## src/rtl/synapse_weight_arbiter.sv

```systemverilog
// Arbitrates the single-port synaptic weight RAM between round-robin lookup readers
// and the config write path, with tagged one-cycle-later read responses and range checks.
module synapse_weight_arbiter #(
  parameter int NUM_REQ       = 4,
  parameter int NUM_SYNAPSES  = 214,
  parameter int ADDR_W        = 8,
  parameter int WEIGHT_W      = 16,
  parameter int WR_MAX_CONSEC = 4
) (
  input  logic                      clk,
  input  logic                      rst,
  input  logic                      hold,
  input  logic [NUM_REQ-1:0]        req_valid,
  input  logic [NUM_REQ*ADDR_W-1:0] req_addr,
  output logic [NUM_REQ-1:0]        req_ready,
  output logic [NUM_REQ-1:0]        rsp_valid,
  output logic [WEIGHT_W-1:0]       rsp_data,
  output logic                      rsp_err,
  input  logic                      cfg_wr_valid,
  input  logic [ADDR_W-1:0]         cfg_wr_addr,
  input  logic [WEIGHT_W-1:0]       cfg_wr_data,
  output logic                      cfg_wr_ready,
  output logic                      cfg_wr_err,
  output logic                      mem_en,
  output logic                      mem_we,
  output logic [ADDR_W-1:0]         mem_addr,
  output logic [WEIGHT_W-1:0]       mem_wdata,
  input  logic [WEIGHT_W-1:0]       mem_rdata,
  output logic [15:0]               err_count,
  output logic                      busy
);

  localparam int PTR_W = (NUM_REQ > 1) ? $clog2(NUM_REQ) : 1;
  localparam int CW    = $clog2(WR_MAX_CONSEC + 1);
  localparam logic [ADDR_W:0]  SYN_LIMIT  = (ADDR_W + 1)'(NUM_SYNAPSES);
  localparam logic [CW-1:0]    CONSEC_MAX = CW'(WR_MAX_CONSEC);
  localparam logic [PTR_W:0]   NUM_REQ_W  = (PTR_W + 1)'(NUM_REQ);

  logic [PTR_W-1:0]   rr_ptr_reg;
  logic [CW-1:0]      consec_wr_reg;
  logic [NUM_REQ-1:0] rsp_valid_reg;
  logic               rsp_err_reg;
  logic               cfg_wr_err_reg;
  logic [15:0]        err_count_reg;

  logic [ADDR_W-1:0]  addr_arr [NUM_REQ];
  logic [NUM_REQ-1:0] addr_oor;
  logic [NUM_REQ-1:0] rd_onehot;

  logic               grant_en;
  logic               any_req;
  logic               wr_grant;
  logic               rd_grant;
  logic               rd_found;
  logic [PTR_W-1:0]   rd_sel;
  logic [PTR_W-1:0]   rr_ptr_next;
  logic               rd_oor;
  logic               wr_oor;
  logic               oor_grant;

  genvar gi;
  generate
    for (gi = 0; gi < NUM_REQ; gi++) begin : g_req
      assign addr_arr[gi]  = req_addr[gi*ADDR_W +: ADDR_W];
      assign addr_oor[gi]  = ({1'b0, addr_arr[gi]} >= SYN_LIMIT);
      assign rd_onehot[gi] = rd_grant && (rd_sel == PTR_W'(gi));
    end
  endgenerate

  assign grant_en = !rst && !hold;
  assign any_req  = |req_valid;
  // Config writes win unless they have already starved a pending reader for the full budget.
  assign wr_grant = grant_en && cfg_wr_valid && !((consec_wr_reg == CONSEC_MAX) && any_req);
  assign rd_grant = grant_en && any_req && !wr_grant;

  always_comb begin
    logic [PTR_W:0] idx;
    rd_found = 1'b0;
    rd_sel   = '0;
    idx      = '0;
    for (int k = 0; k < NUM_REQ; k++) begin
      idx = {1'b0, rr_ptr_reg} + (PTR_W + 1)'(k);
      if (idx >= NUM_REQ_W) idx = idx - NUM_REQ_W;
      if (!rd_found && req_valid[idx[PTR_W-1:0]]) begin
        rd_found = 1'b1;
        rd_sel   = idx[PTR_W-1:0];
      end
    end
  end

  always_comb begin
    logic [PTR_W:0] nxt;
    nxt = {1'b0, rd_sel} + (PTR_W + 1)'(1);
    if (nxt >= NUM_REQ_W) nxt = '0;
    rr_ptr_next = nxt[PTR_W-1:0];
  end

  assign rd_oor    = addr_oor[rd_sel];
  assign wr_oor    = ({1'b0, cfg_wr_addr} >= SYN_LIMIT);
  assign oor_grant = (rd_grant && rd_oor) || (wr_grant && wr_oor);

  assign req_ready    = rd_onehot;
  assign cfg_wr_ready = wr_grant;

  // Out-of-range grants are still accepted but never touch the RAM.
  always_comb begin
    mem_en    = 1'b0;
    mem_we    = 1'b0;
    mem_addr  = '0;
    mem_wdata = '0;
    if (wr_grant && !wr_oor) begin
      mem_en    = 1'b1;
      mem_we    = 1'b1;
      mem_addr  = cfg_wr_addr;
      mem_wdata = cfg_wr_data;
    end else if (rd_grant && !rd_oor) begin
      mem_en   = 1'b1;
      mem_addr = addr_arr[rd_sel];
    end
  end

  always_ff @(posedge clk) begin
    if (rst) begin
      rr_ptr_reg     <= '0;
      consec_wr_reg  <= '0;
      rsp_valid_reg  <= '0;
      rsp_err_reg    <= 1'b0;
      cfg_wr_err_reg <= 1'b0;
      err_count_reg  <= '0;
    end else begin
      rsp_valid_reg  <= rd_onehot;
      rsp_err_reg    <= rd_grant && rd_oor;
      cfg_wr_err_reg <= wr_grant && wr_oor;
      if (rd_grant) rr_ptr_reg <= rr_ptr_next;
      if (rd_grant || !cfg_wr_valid) consec_wr_reg <= '0;
      else if (wr_grant && (consec_wr_reg != CONSEC_MAX)) consec_wr_reg <= consec_wr_reg + 1'b1;
      if (oor_grant && (err_count_reg != 16'hFFFF)) err_count_reg <= err_count_reg + 16'd1;
    end
  end

  // Outputs are forced to their idle values while reset is held, dropping any in-flight response.
  assign rsp_valid  = rst ? '0 : rsp_valid_reg;
  assign rsp_err    = !rst && rsp_err_reg && (|rsp_valid_reg);
  assign rsp_data   = (!rst && (|rsp_valid_reg) && !rsp_err_reg) ? mem_rdata : '0;
  assign cfg_wr_err = !rst && cfg_wr_err_reg;
  assign err_count  = rst ? 16'd0 : err_count_reg;
  assign busy       = !rst && (any_req || cfg_wr_valid || (|rsp_valid_reg));

endmodule

```

## config.mk

```make
export PLATFORM = sky130hd
export DESIGN_NAME = synapse_weight_arbiter
export DESIGN_NICKNAME = d
export VERILOG_FILES = /design/src/rtl/synapse_weight_arbiter.sv
export SDC_FILE = /design/constraint.sdc
export NUM_CORES = 1
export LEC_CHECK = 0
export ABC_CLOCK_PERIOD_IN_PS = 3150
export CAP_MARGIN = 10
export CORE_UTILIZATION = 37
export DETAILED_ROUTE_END_ITERATION = 8
export GPL_TIMING_DRIVEN = 0
export PLACE_DENSITY = 0.81
export SLEW_MARGIN = 20
export SYNTH_ARGS = -nofsm -noshare
export SYNTH_HDL_FRONTEND = slang
export SYNTH_SLANG_ARGS = --single-unit
```

## constraint.sdc

```tcl
create_clock -name clk -period 3.15 [get_ports clk]
set_input_delay 0.63 -clock clk [delete_from_list [all_inputs] [get_ports clk]]
set_output_delay 0.63 -clock clk [all_outputs]
set_load 0.05 [all_outputs]
```

After elaboration in Yosys (flattened, before gate mapping) --
Index checks and enable logic that the tools add are counted.
Cells by class: order comparisons 16, add/sub/neg operators 10, reduce and logical (&&, ||, !) cells 44, eq/ne operators 6, multiplexer cells 34, bitwise logic cells 1
Operators with widths (number):
- 16-bit two-way mux | 3
- 8-bit >= comparator, second input constant | 5
- 8-bit two-way mux | 4
- 1-bit logical AND | 25
- 2-bit two-way mux | 9
- 16-bit by 1-bit adder with 16-bit output, second input constant | 1
- 8-bit binary-select mux with 2-bit select | 1
- 16-bit != test, second input constant | 1
- 3-bit >= comparator, second input constant | 5
- 2-bit by 3-bit less-than comparator with 1-bit output, second input constant | 5
- 1-bit logical NOT | 11
- 1-bit two-way mux | 11
- 1-bit binary-select mux with 2-bit select | 5
- 4-bit OR reduction | 2
- 2-bit by 1-bit subtractor with 2-bit output, second input constant | 4
- 2-bit by 1-bit adder with 3-bit output, second input constant | 2
- 2-bit by 2-bit adder with 3-bit output, second input constant | 2
- 2-bit equality test, second input constant | 2
- 1-bit logical OR | 4
- 4-bit two-way mux | 1
- 3-bit by 1-bit adder with 3-bit output, second input constant | 1
- 3-bit equality test, second input constant | 1
- 2-bit by 3-bit >= comparator with 1-bit output, second input constant | 1
- 3-bit != test, second input constant | 1
- 4 further kinds | 4
Storage, ports and cells: word-level logic and storage cells 117, register bits after elaboration 27

Logic depth before layout (Yosys ltp) --
Gate-level depths: netlist of the first run.
word-level depth 20, mapped depth 11, mapped depth without buffers 10

Worst setup path after synthesis of the first run --
Ideal clock, no wire load.
path type input to output, start input port hold, end output port mem_wdata[10], buffers on the path 1, required time 2.520 ns, slack -0.400 ns, data arrival time 2.920 ns, stages 6, cell sequence or3b_2 -> a21oi_2 -> nor2_2 -> nor2_2 -> clkbuf_1 -> and2_1
Between the ends: longest elaborated chain between the ends 6
RTL lines:
- from (decl) | line 12 | input logic hold,
- 1-bit logical NOT | line 70 | assign grant_en = !rst && !hold;
- 1-bit logical AND | line 70
- 1-bit logical AND (2 in a row) | line 73 | assign wr_grant = grant_en && cfg_wr_valid && !((consec_wr_reg == CONSEC_MAX) && any_req);
- 1-bit logical AND | line 111 | if (wr_grant && !wr_oor) begin
- 16-bit two-way mux | line 111
- to (decl) | line 27 | output logic [WEIGHT_W-1:0] mem_wdata,
No other way between the ends.

Final worst setup path of the first run --
start input port req_addr[14], end output port mem_addr[4]
Between the ends: longest elaborated chain between the ends 7
RTL lines:
- from (decl) | line 14 | input logic [NUM_REQ*ADDR_W-1:0] req_addr,
- 8-bit >= comparator | line 65 | assign addr_oor[gi] = ({1'b0, addr_arr[gi]} >= SYN_LIMIT);
- 1-bit binary-select mux with 2-bit select | line 98 | assign rd_oor = addr_oor[rd_sel];
- 1-bit two-way mux (not written as such) | line 98
- 1-bit logical NOT | line 116 | end else if (rd_grant && !rd_oor) begin
- 1-bit logical AND | line 116
- 8-bit two-way mux | line 116
- 8-bit two-way mux | line 111
- to (decl) | line 26 | output logic [ADDR_W-1:0] mem_addr,
No other way between the ends. The select of a mux whose other input is x is not followed.

==> results of run 1 <==
[worst max path at each step]
stage                     slack [ps]  cells past startpoint             to
after global placement         -1330                      9    mem_addr[4]
after global routing               9                     10    mem_addr[6]
final                             50                     10    mem_addr[4]
after detailed placement       -1410                      9    mem_addr[6]
after CTS                        0.6                     10    mem_addr[1]
after floorplan                  -80                      6  mem_wdata[10]
[cell families after synthesis]
kind of cell | after synthesis | synth area share [%]
XOR/XNOR | 2 | 0.738
AND/OR/NAND/NOR | 140 | 32.9
multiplexers | 45 | 19.6
flip-flops | 27 | 22.8
adder cells (fa/ha/maj) | 7 | 3.69
buffers and inverters | 29 | 5.38
AO/OA/AOI/OAI | 45 | 15.0
[worst max-delay path, stage by stage]
cell             delay, ps
clkdlybuf4s50_1        520
o211ai_1               110
nor2_1                 180
nand4_1                190
o311ai_4               140
nand2_2                120
a21oi_4                190
buf_6                  160
nor2_4                  40
buf_4                  180
[layout by cell type (no fill, tap or decap), types with 4 or more instances in the layout]
master,count
mux2i_1,23
and2_2,8
nand2_1,9
a21o_1,4
nor2_4,6
nor2_1,21
a211oi_1,6
clkbuf_2,11
buf_2,13
and2_1,32
ha_1,7
buf_4,19
inv_1,12
o21ai_0,5
dlygate4sd2_1,11
clkdlybuf4s50_1,101
dfxtp_1,27
clkbuf_8,4
a21oi_1,12
nor2b_1,20
nor2_2,6
nand3_1,8
buf_6,6
mux2i_4,8
mux2_2,9
nand4_1,6
nor3_1,5
[power by group through the flow]
stage                     clock [mW]  combinational [mW]  sequential, mW
after floorplan                    0               0.289           0.358
after global placement             0               0.485           0.359
after detailed placement           0               0.489           0.359
after CTS                      0.210               0.537           0.351
after global routing           0.221               0.584           0.352
final                          0.205               0.549           0.351
[stage by stage]
step	setup TNS (ps)	cells	utilization, %
floorplan	-178	295	-
global placement	-44470	519	66.2
detailed placement	-46670	519	66.2
CTS	0	534	69.6
global route	0	534	69.9
finish	0	534	69.9
[cell type report]
type | count | area (µm²)
Buffer | 14 | 121
Clock buffer | 3 | 41.3
Clock inverter | 1 | 7.51
Fill cell | 501 | 1820
Inverter | 15 | 56.3
Multi-Input combinational cell | 239 | 1920
Sequential cell | 27 | 541
Tap cell | 75 | 93.8
Timing Repair Buffer | 160 | 1460
[routing by layer]
layer / track usage (%) / wire [µm]
met4: 8.42 / 137
met5: 0 / 0
met3: 3.63 / 664
met1: 24.4 / 2770
met2: 45.4 / 4040
[what timing repair did]
item,in CTS,in global routing
hold buffers,0,0
pin swaps,6,4
buffers inserted,11,0
endpoints found under the setup margin,59,48
resized for setup,220,24
==> metrics, run 1 <==
vias 2,804; syn_nets 382; Avg WL per Cell 14.2 µm; total gr overflow 0; synth top area cells dfxtp_1, mux2i_1, and2_1; Max VDD drop 201 µV; DRC violations left 0; area of the die 0.00674 mm²; worst r2r path cells 9; final net count 547; Mapped Area 0.00237 mm²; LEAKAGE 1.73 nW; Worst-Margin Slew 615 ps; Worst-Skew Late Latency 280 ps; relative slew slack 58.6%; clock skew 10.4 ps; synthesized instance count 295; detailed placement HPWL 6.09 mm; Hold Worst Slack 528 ps; status finished clean; Worst setup SP type primary input; top cells by count, synth and2_1, mux2i_1, nor2_1, dfxtp_1, nor2b_1; Final period util 98.4%; gr usage total 23.1%; hold path start err_count_reg[3]$_SDFFE_PP0P_; Worst Path Arrival 2470 ps; antenna-violating nets left 0; prevailing post-synth register cell dfxtp_1; H-Tree Level Count 1; CTS clk-pin slew, worst paths 100 ps; crit path from req_addr[14]; post-synthesis register bit count 27; total routed wirelength 7.61 mm; final setup margin 51.8 ps; TritonCTS clock tree done; fin area 0.00424 mm²; count of unique library cells instantiated by Yosys 47; worst reg2reg path startpoint rr_ptr_reg[1]$_SDFFE_PP0P_; YS warnings 0; Port Buf Inserts 149; HP Class reg2reg; share of layout cells above drive strength 1 26.1%; Crit Path Category in2out; Avg Inst Size Synth 8.05 µm²; sequential element share of the synthesized area 22.8%; max FFs per register 16; initial antenna violation count 0; synthesis-to-layout area growth 78.6%; register share of total power 31.8%; clock buffer depth 2; vias in the first global route 2,702; Ports 150; Final min period 3100 ps; Initial Util 39.2%; CP Capture Type output port; switching pwr 411 µW; largest net degree at the start of global routing 17; crit path max fanout 4; drt pass-1 iters 4; switching share of total power 37.2%; hold path depth 2; Max Slew Vio Count 0; CTS Buf Count 3; Max Cap Violations 0; Post-synth EDFFs 0; RSZ-0062 raised after global routing false; diode count 0; Std-Cell Rows 28; Chip Width 82.1 µm; Power, Total 1.11 mW; CTS root buffer clkbuf_8; Setup Viol. Count Final 0; core area 0.00606 mm²; RR Endpoint err_count_reg[10]$_SDFFE_PP0P_; Avg Vias per Cell 5.25; Clock Power Share 18.6%; initial drt markers 115; global-route wire length before repair 12.0 mm; P_int 694 µW; dominant cell type by area after synthesis dfxtp_1; flop-to-flop setup slack 640 ps; fmax 0.323 GHz; RePlAce Congestion 0.848; Synth top area share 22.8%; critical path required time 2520 ps; dpl cell area 0.00401 mm²; FFs w/ async S/R, synth 0%; WHS Endpoint err_count_reg[3]$_SDFFE_PP0P_; most instantiated library cell after synthesis and2_1; Pwr Density 261 mW/mm²; dpl ws -1410 ps; power share of the combinational group 49.6%; final hold viol count 0; clock net sink count 27; Die H 82.1 µm
No activity file was read; power rests on OpenSTA's default activity.
==> run 2, diff against run 1 <==
ABC_CLOCK_PERIOD_IN_PS = 2800   (was 3150)
CORE_UTILIZATION = 34   (was 37)
PLACE_DENSITY = 0.78   (was 0.81)
TNS_END_PERCENT = 10   (was unset)
clock period = 2.8 ns   (was 3.15 ns; I/O delays follow)
==> run 2 against run 1 <==
  * Largest power group unchanged
  * Via count rose by 3.6%
  * Cell count rose by 3.2%
  * Count of clock-buffer cells in the layout did not move
  * The flow now finishes with violations (setup timing)
  * Non-clock buffer count rose by 12
  * Combinational power rose by 29%
==> metrics, run 2 (synthesized netlist as in run 1, its figures left out) <==
Worst path max stage delay 310 ps (-210 ps); Hold Buf Count CTS 0 (unchanged); GR peak layer met2; commonest non-fill, non-tap cell in the layout clkdlybuf4s50_1; slowest cell on the critical path mux2_1; Chip Width 85.6 µm (+4.2%); RSZ-0062 raised after global routing true; synthesis-to-layout area growth 94.1%; Placed Cells 524 (+0.96%); final setup margin -11.9 ps (-63.6 ps); total gr overflow 0 (unchanged); HP Class reg2reg; share of layout cells above drive strength 1 35.0% (+8.9 points); clock buffer depth 2 (unchanged); Avg WL per Cell 15.6 µm (+9.8%); final hold viol count 0 (unchanged); clock net sink count 27 (unchanged); CTS root buffer clkbuf_8; CP dominant cell by count buf_2; clock skew 15.1 ps (+4.64 ps); vias 2,905 (+3.6%); max FFs per register 16 (unchanged); crit path max fanout 11 (+7); critical path required time 2240 ps (-280 ps); Final Non-Filler Cells 551 (+3.2%); global-route wire length before repair 13.0 mm (+8.4%); CP Capture Type output port; fmax 0.356 GHz; Max VDD drop 143 µV (-29%); Worst-Margin Slew 612 ps (-2.72 ps); DRC violations left 0 (unchanged); Avg Vias per Cell 5.27 (+0.41%); gr usage total 22.1% (-1.0 points); worst reg2reg path startpoint err_count_reg[4]$_SDFFE_PP0P_; Die H 85.6 µm (+4.2%); Initial Util 35.1% (-4.0 points); crit path from req_valid[2]; relative slew slack 58.7% (about the same); Worst-Skew Late Latency 290 ps (about the same); H-Tree Level Count 1 (unchanged); total routed wirelength 8.62 mm (+13%); most frequent cells in the layout clkdlybuf4s50_1, buf_6, dfxtp_1; met3 Use GR 5.68% (+2.1 points); final net count 559 (+2.2%); TritonCTS clock tree done; Worst Path Arrival 2250 ps (-220 ps); Fin Setup TNS -16.9 ps (-16.9 ps); Crit Path Category in2out; LEAKAGE 2.01 nW (+16%); CTS Buf Count 3 (unchanged); fin area 0.00461 mm² (+8.7%); drt pass-1 iters 6 (+2); failing checks setup timing; Setup Viol. Count Final 3 (+3); hold path start err_count_reg[3]$_SDFFE_PP0P_; CTS clk-pin slew, worst paths 110 ps (about the same); diode count 0 (unchanged); dpl cell area 0.00405 mm² (+0.90%); GRT met1 Usage 22.8% (-1.6 points); antenna-violating nets left 0 (unchanged); met2 usage 42.4% (-3.0 points); Final period util 100%; Max Cap Violations 0 (unchanged); Ports 150 (unchanged); Port Buf Inserts 149 (unchanged); vias in the first global route 2,879 (+6.6%); Worst setup SP type primary input; RePlAce Congestion 0.858 (+1.1%); status complete, but fails checks; detailed placement HPWL 6.26 mm (+2.7%); Pwr Density 290 mW/mm² (+11%); largest net degree at the start of global routing 17 (unchanged); initial drt markers 130 (+13%); CP Cell Sequence buf_2 -> mux2_1 -> nand2_2 -> and3_4 -> clkbuf_16 -> inv_1 -> ha_1 -> and2_1 -> buf_2; Std-Cell Rows 30 (+7.1%); Max Slew Vio Count 0 (unchanged); initial antenna violation count 0 (unchanged); Final min period 2810 ps; area of the die 0.00732 mm² (+8.6%); core area 0.00676 mm² (+11%)
## run 2: cell types whose count changed in the layout (fill, tap and decap cells not counted), moves of 6 or more
cell	change
dlymetal6s2s_1	+12
and2_2	+6
clkdlybuf4s50_1	-30
dlygate4sd2_1	+8
buf_6	+21
and2_1	-8
## run 2: worst paths after layout
kind / slack [ps] / to / cells past startpoint
max: -10 / req_ready[2] / 9
min: 520 / err_count_reg[3]$_SDFFE_PP0P_ / 2
max reg2reg: 370 / err_count_reg[11]$_SDFFE_PP0P_ / 7
min reg2reg: 520 / err_count_reg[3]$_SDFFE_PP0P_ / 2
## run 2: layer usage
layer  wire length, µm  up-vias
li1                  -     1383
met1              3120     1338
met2              4400      155
met3               787       29
met4               314        0
met5                 0        -
## run 2: critical path, delay by kind of cell
family	cells	cell delay, ps
buffers and inverters	4	640
and+or+nand+nor	3	530
muxes	1	310
adders and majority gates	1	210
## run 2: cell type report
class	count	area, µm²
buffer	13	126
clock buffer	3	41.3
clock inverter	1	7.51
fill	521	2150
inverter	15	61.3
multi-input combinational	239	2040
sequential	27	546
tap	80	100
timing repair buffer	173	1690
## run 2: what timing repair did
| item | 4_1_cts | 5_1_grt |
|---|---|---|
| gates resized for setup | 315 | 62 |
| cloned | 2 | 0 |
| endpoints found under the setup margin | 83 | 45 |
| pin swaps | 23 | 14 |
| setup buffers | 16 | 8 |
## run 2: power by group
group	internal, mW	switching, mW
Sequential	0.390	0.00566
Combinational	0.341	0.366
Clock	0.101	0.132
Total	0.832	0.504
## run 2: per-stage QoR
| step | power (mW) | utilization [%] | hold WS (ps) | worst slack, ps |
|---|---|---|---|---|
| after floorplan | 0.734 | - | 470 | -152 |
| after global placement | 0.956 | 59.9 | 491 | -1420 |
| after detailed placement | 0.962 | 59.9 | 499 | -1430 |
| after CTS | 1.29 | 66.2 | 514 | -1.32 |
| after global routing | 1.39 | 68.2 | 557 | -75.4 |
| final | 1.34 | 68.2 | 522 | -11.9 |
==> run 3, diff against run 2 <==
SKIP_LAST_GASP = 1   (was unset)
==> run 3 against run 2 <==
  * The run still ends with setup timing left
  * Count of clock-buffer cells in the layout is the same
  * First-iteration DRC count shrank 1.5%
  * Non-clock buffer count is the same
  * Critical path type unchanged
  * Highest routed layer unchanged
==> metrics, run 3 (synthesized netlist as in run 1, its figures left out) <==
status complete, but fails checks; failing checks setup timing; Die H 85.6 µm (unchanged); global-route wire length before repair 13.0 mm (unchanged); Worst path max stage delay 310 ps (about the same); Fin Setup TNS -8.89 ps (+8.02 ps); Final min period 2810 ps (-5.32 ps); FF/Latch Area 546 µm² (unchanged); Max VDD drop 141 µV (-1.4%); final net count 559 (unchanged); H-Tree Level Count 1 (unchanged); register share of total power 29.7% (about the same); Chip Width 85.6 µm (unchanged); power share of the combinational group 52.9% (about the same); crit path max fanout 11 (unchanged); Ports 150 (unchanged); Hold Worst Slack 521 ps (-0.549 ps); final setup margin -6.53 ps (+5.32 ps); diode count 0 (unchanged); Placed Cells 524 (unchanged); Max Slew Vio Count 0 (unchanged); RePlAce Congestion 0.858 (unchanged); relative slew slack 58.6% (-0.063 points); RSZ-0062 raised after global routing true; Worst-Skew Late Latency 280 ps (about the same); share of layout cells above drive strength 1 33.1% (-1.9 points); drt pass-1 iters 6 (unchanged); clock skew 15.2 ps (+0.0753 ps); initial drt markers 128 (-1.5%); TritonCTS clock tree done; DRC violations left 0 (unchanged); CP Capture Type output port; # fillers 532 (+2.1%); critical path required time 2240 ps (about the same); Power, Total 1.34 mW (about the same); Max Cap Violations 0 (unchanged); HP Class reg2reg; Crit Path Category in2out; Worst setup SP type primary input; detailed placement HPWL 6.26 mm (unchanged); switching share of total power 37.6% (-0.086 points); Initial Util 35.1% (unchanged); max FFs per register 16 (unchanged); Port Buf Inserts 149 (unchanged); Final Non-Filler Cells 551 (unchanged); switching pwr 502 µW (-0.29%); CTS root buffer clkbuf_8; gr usage total 22.1% (unchanged); slowest cell on the critical path mux2_1; clock net sink count 27 (unchanged); largest net degree at the start of global routing 17 (unchanged); total gr overflow 0 (unchanged); hold path depth 2 (unchanged); core area 0.00676 mm² (unchanged); Setup Viol. Count Final 2 (-1); synthesis-to-layout area growth 94.6%; most frequent cells in the layout clkdlybuf4s50_1, buf_6, dfxtp_1; Avg Vias per Cell 5.28 (+0.17%); fmax 0.356 GHz (+0.19%); post-layout util 68.4% (+0.15 points); Pwr Density 289 mW/mm² (-0.28%); Hold Buf Count CTS 0 (unchanged); total routed wirelength 8.57 mm (-0.56%); clock buffer depth 2 (unchanged); CP Cell Sequence buf_2 -> mux2_1 -> nand2_2 -> and3_4 -> clkbuf_16 -> inv_1 -> ha_1 -> and2_1 -> buf_2; final hold viol count 0 (unchanged); CP dominant cell by count buf_2; Final period util 100% (-0.19 points); P_int 833 µW (about the same); Worst-Margin Slew 613 ps (+0.939 ps); Avg WL per Cell 15.6 µm (-0.56%); vias 2,910 (+0.17%); LEAKAGE 1.92 nW (-4.5%); initial antenna violation count 0 (unchanged); multi-input combinational cell area 0.00204 mm² (unchanged); Worst Path Arrival 2250 ps (about the same); area of the die 0.00732 mm² (unchanged); Std-Cell Rows 30 (unchanged); CTS Buf Count 3 (unchanged); Clock Power Share 17.4% (about the same); antenna-violating nets left 0 (unchanged); CTS clk-pin slew, worst paths 110 ps (about the same); vias in the first global route 2,879 (unchanged); commonest non-fill, non-tap cell in the layout clkdlybuf4s50_1; worst r2r path cells 7 (unchanged)
run 3: changes by cell type in the layout (fill, tap and decap cells not counted), moves of 2 or more:
cell and delta:
dlymetal6s2s_1 -5, clkdlybuf4s15_1 +8, clkdlybuf4s50_1 +5, buf_4 +2, buf_8 -2, clkbuf_2 -9
run 3: power groups by stage:
stage	Clock (mW)	Combinational, mW	Sequential, mW
floorplan	0	0.331	0.403
global placement	0	0.552	0.404
detailed placement	0	0.558	0.404
CTS	0.233	0.662	0.396
global route	0.246	0.745	0.398
finish	0.232	0.707	0.396
run 3: worst max-delay path: cells and delay by family:
kind,cells,cell delay [ps]
buffers and inverters,4,630
and+or+nand+nor,3,520
muxes,1,310
adders and majority gates,1,210
run 3: path summary, 6_finish.rpt:
| check | start | end | slack (ps) |
|---|---|---|---|
| setup / recovery | req_valid[2] | req_ready[2] | -7 |
| hold reg to reg | err_count_reg[3]$_SDFFE_PP0P_ | err_count_reg[3]$_SDFFE_PP0P_ | 520 |
| setup reg to reg | err_count_reg[4]$_SDFFE_PP0P_ | err_count_reg[11]$_SDFFE_PP0P_ | 350 |
| hold / removal | err_count_reg[3]$_SDFFE_PP0P_ | err_count_reg[3]$_SDFFE_PP0P_ | 520 |
run 3: what timing repair did:
item / CTS / global route
endpoints found under the setup margin: 83 / 45
pin swaps: 23 / 14
setup buffers: 16 / 8
cloned: 2 / 0
resized for setup: 315 / 40
run 3: per-stage QoR:
stage	instance area, µm²	worst slack (ps)
2_1_floorplan	2460	-152
3_3_place_gp	4050	-1420
3_5_place_dp	4050	-1430
4_1_cts	4480	-1.32
5_1_grt	4620	-78.1
6_report	4620	-6.53
run 3: per-layer routing:
metal | wire [µm] | part of all wire, % | track usage (%) | up-vias
met5 | 0 | 0 | 0 | -
met4 | 317 | 3.7 | 8.48 | 0
met3 | 759 | 8.9 | 5.68 | 29
met2 | 4410 | 51 | 42.4 | 157
met1 | 3090 | 36 | 22.8 | 1339
li1 | - | - | - | 1385
run 3: final cells by class:
class | instances | share of cell area (%)
Tap cell | 80 | 2.17
Buffer | 13 | 2.74
Clock inverter | 1 | 0.163
Multi-Input combinational cell | 239 | 44.1
Sequential cell | 27 | 11.8
Inverter | 15 | 1.33
Timing Repair Buffer | 173 | 36.8
Clock buffer | 3 | 0.894
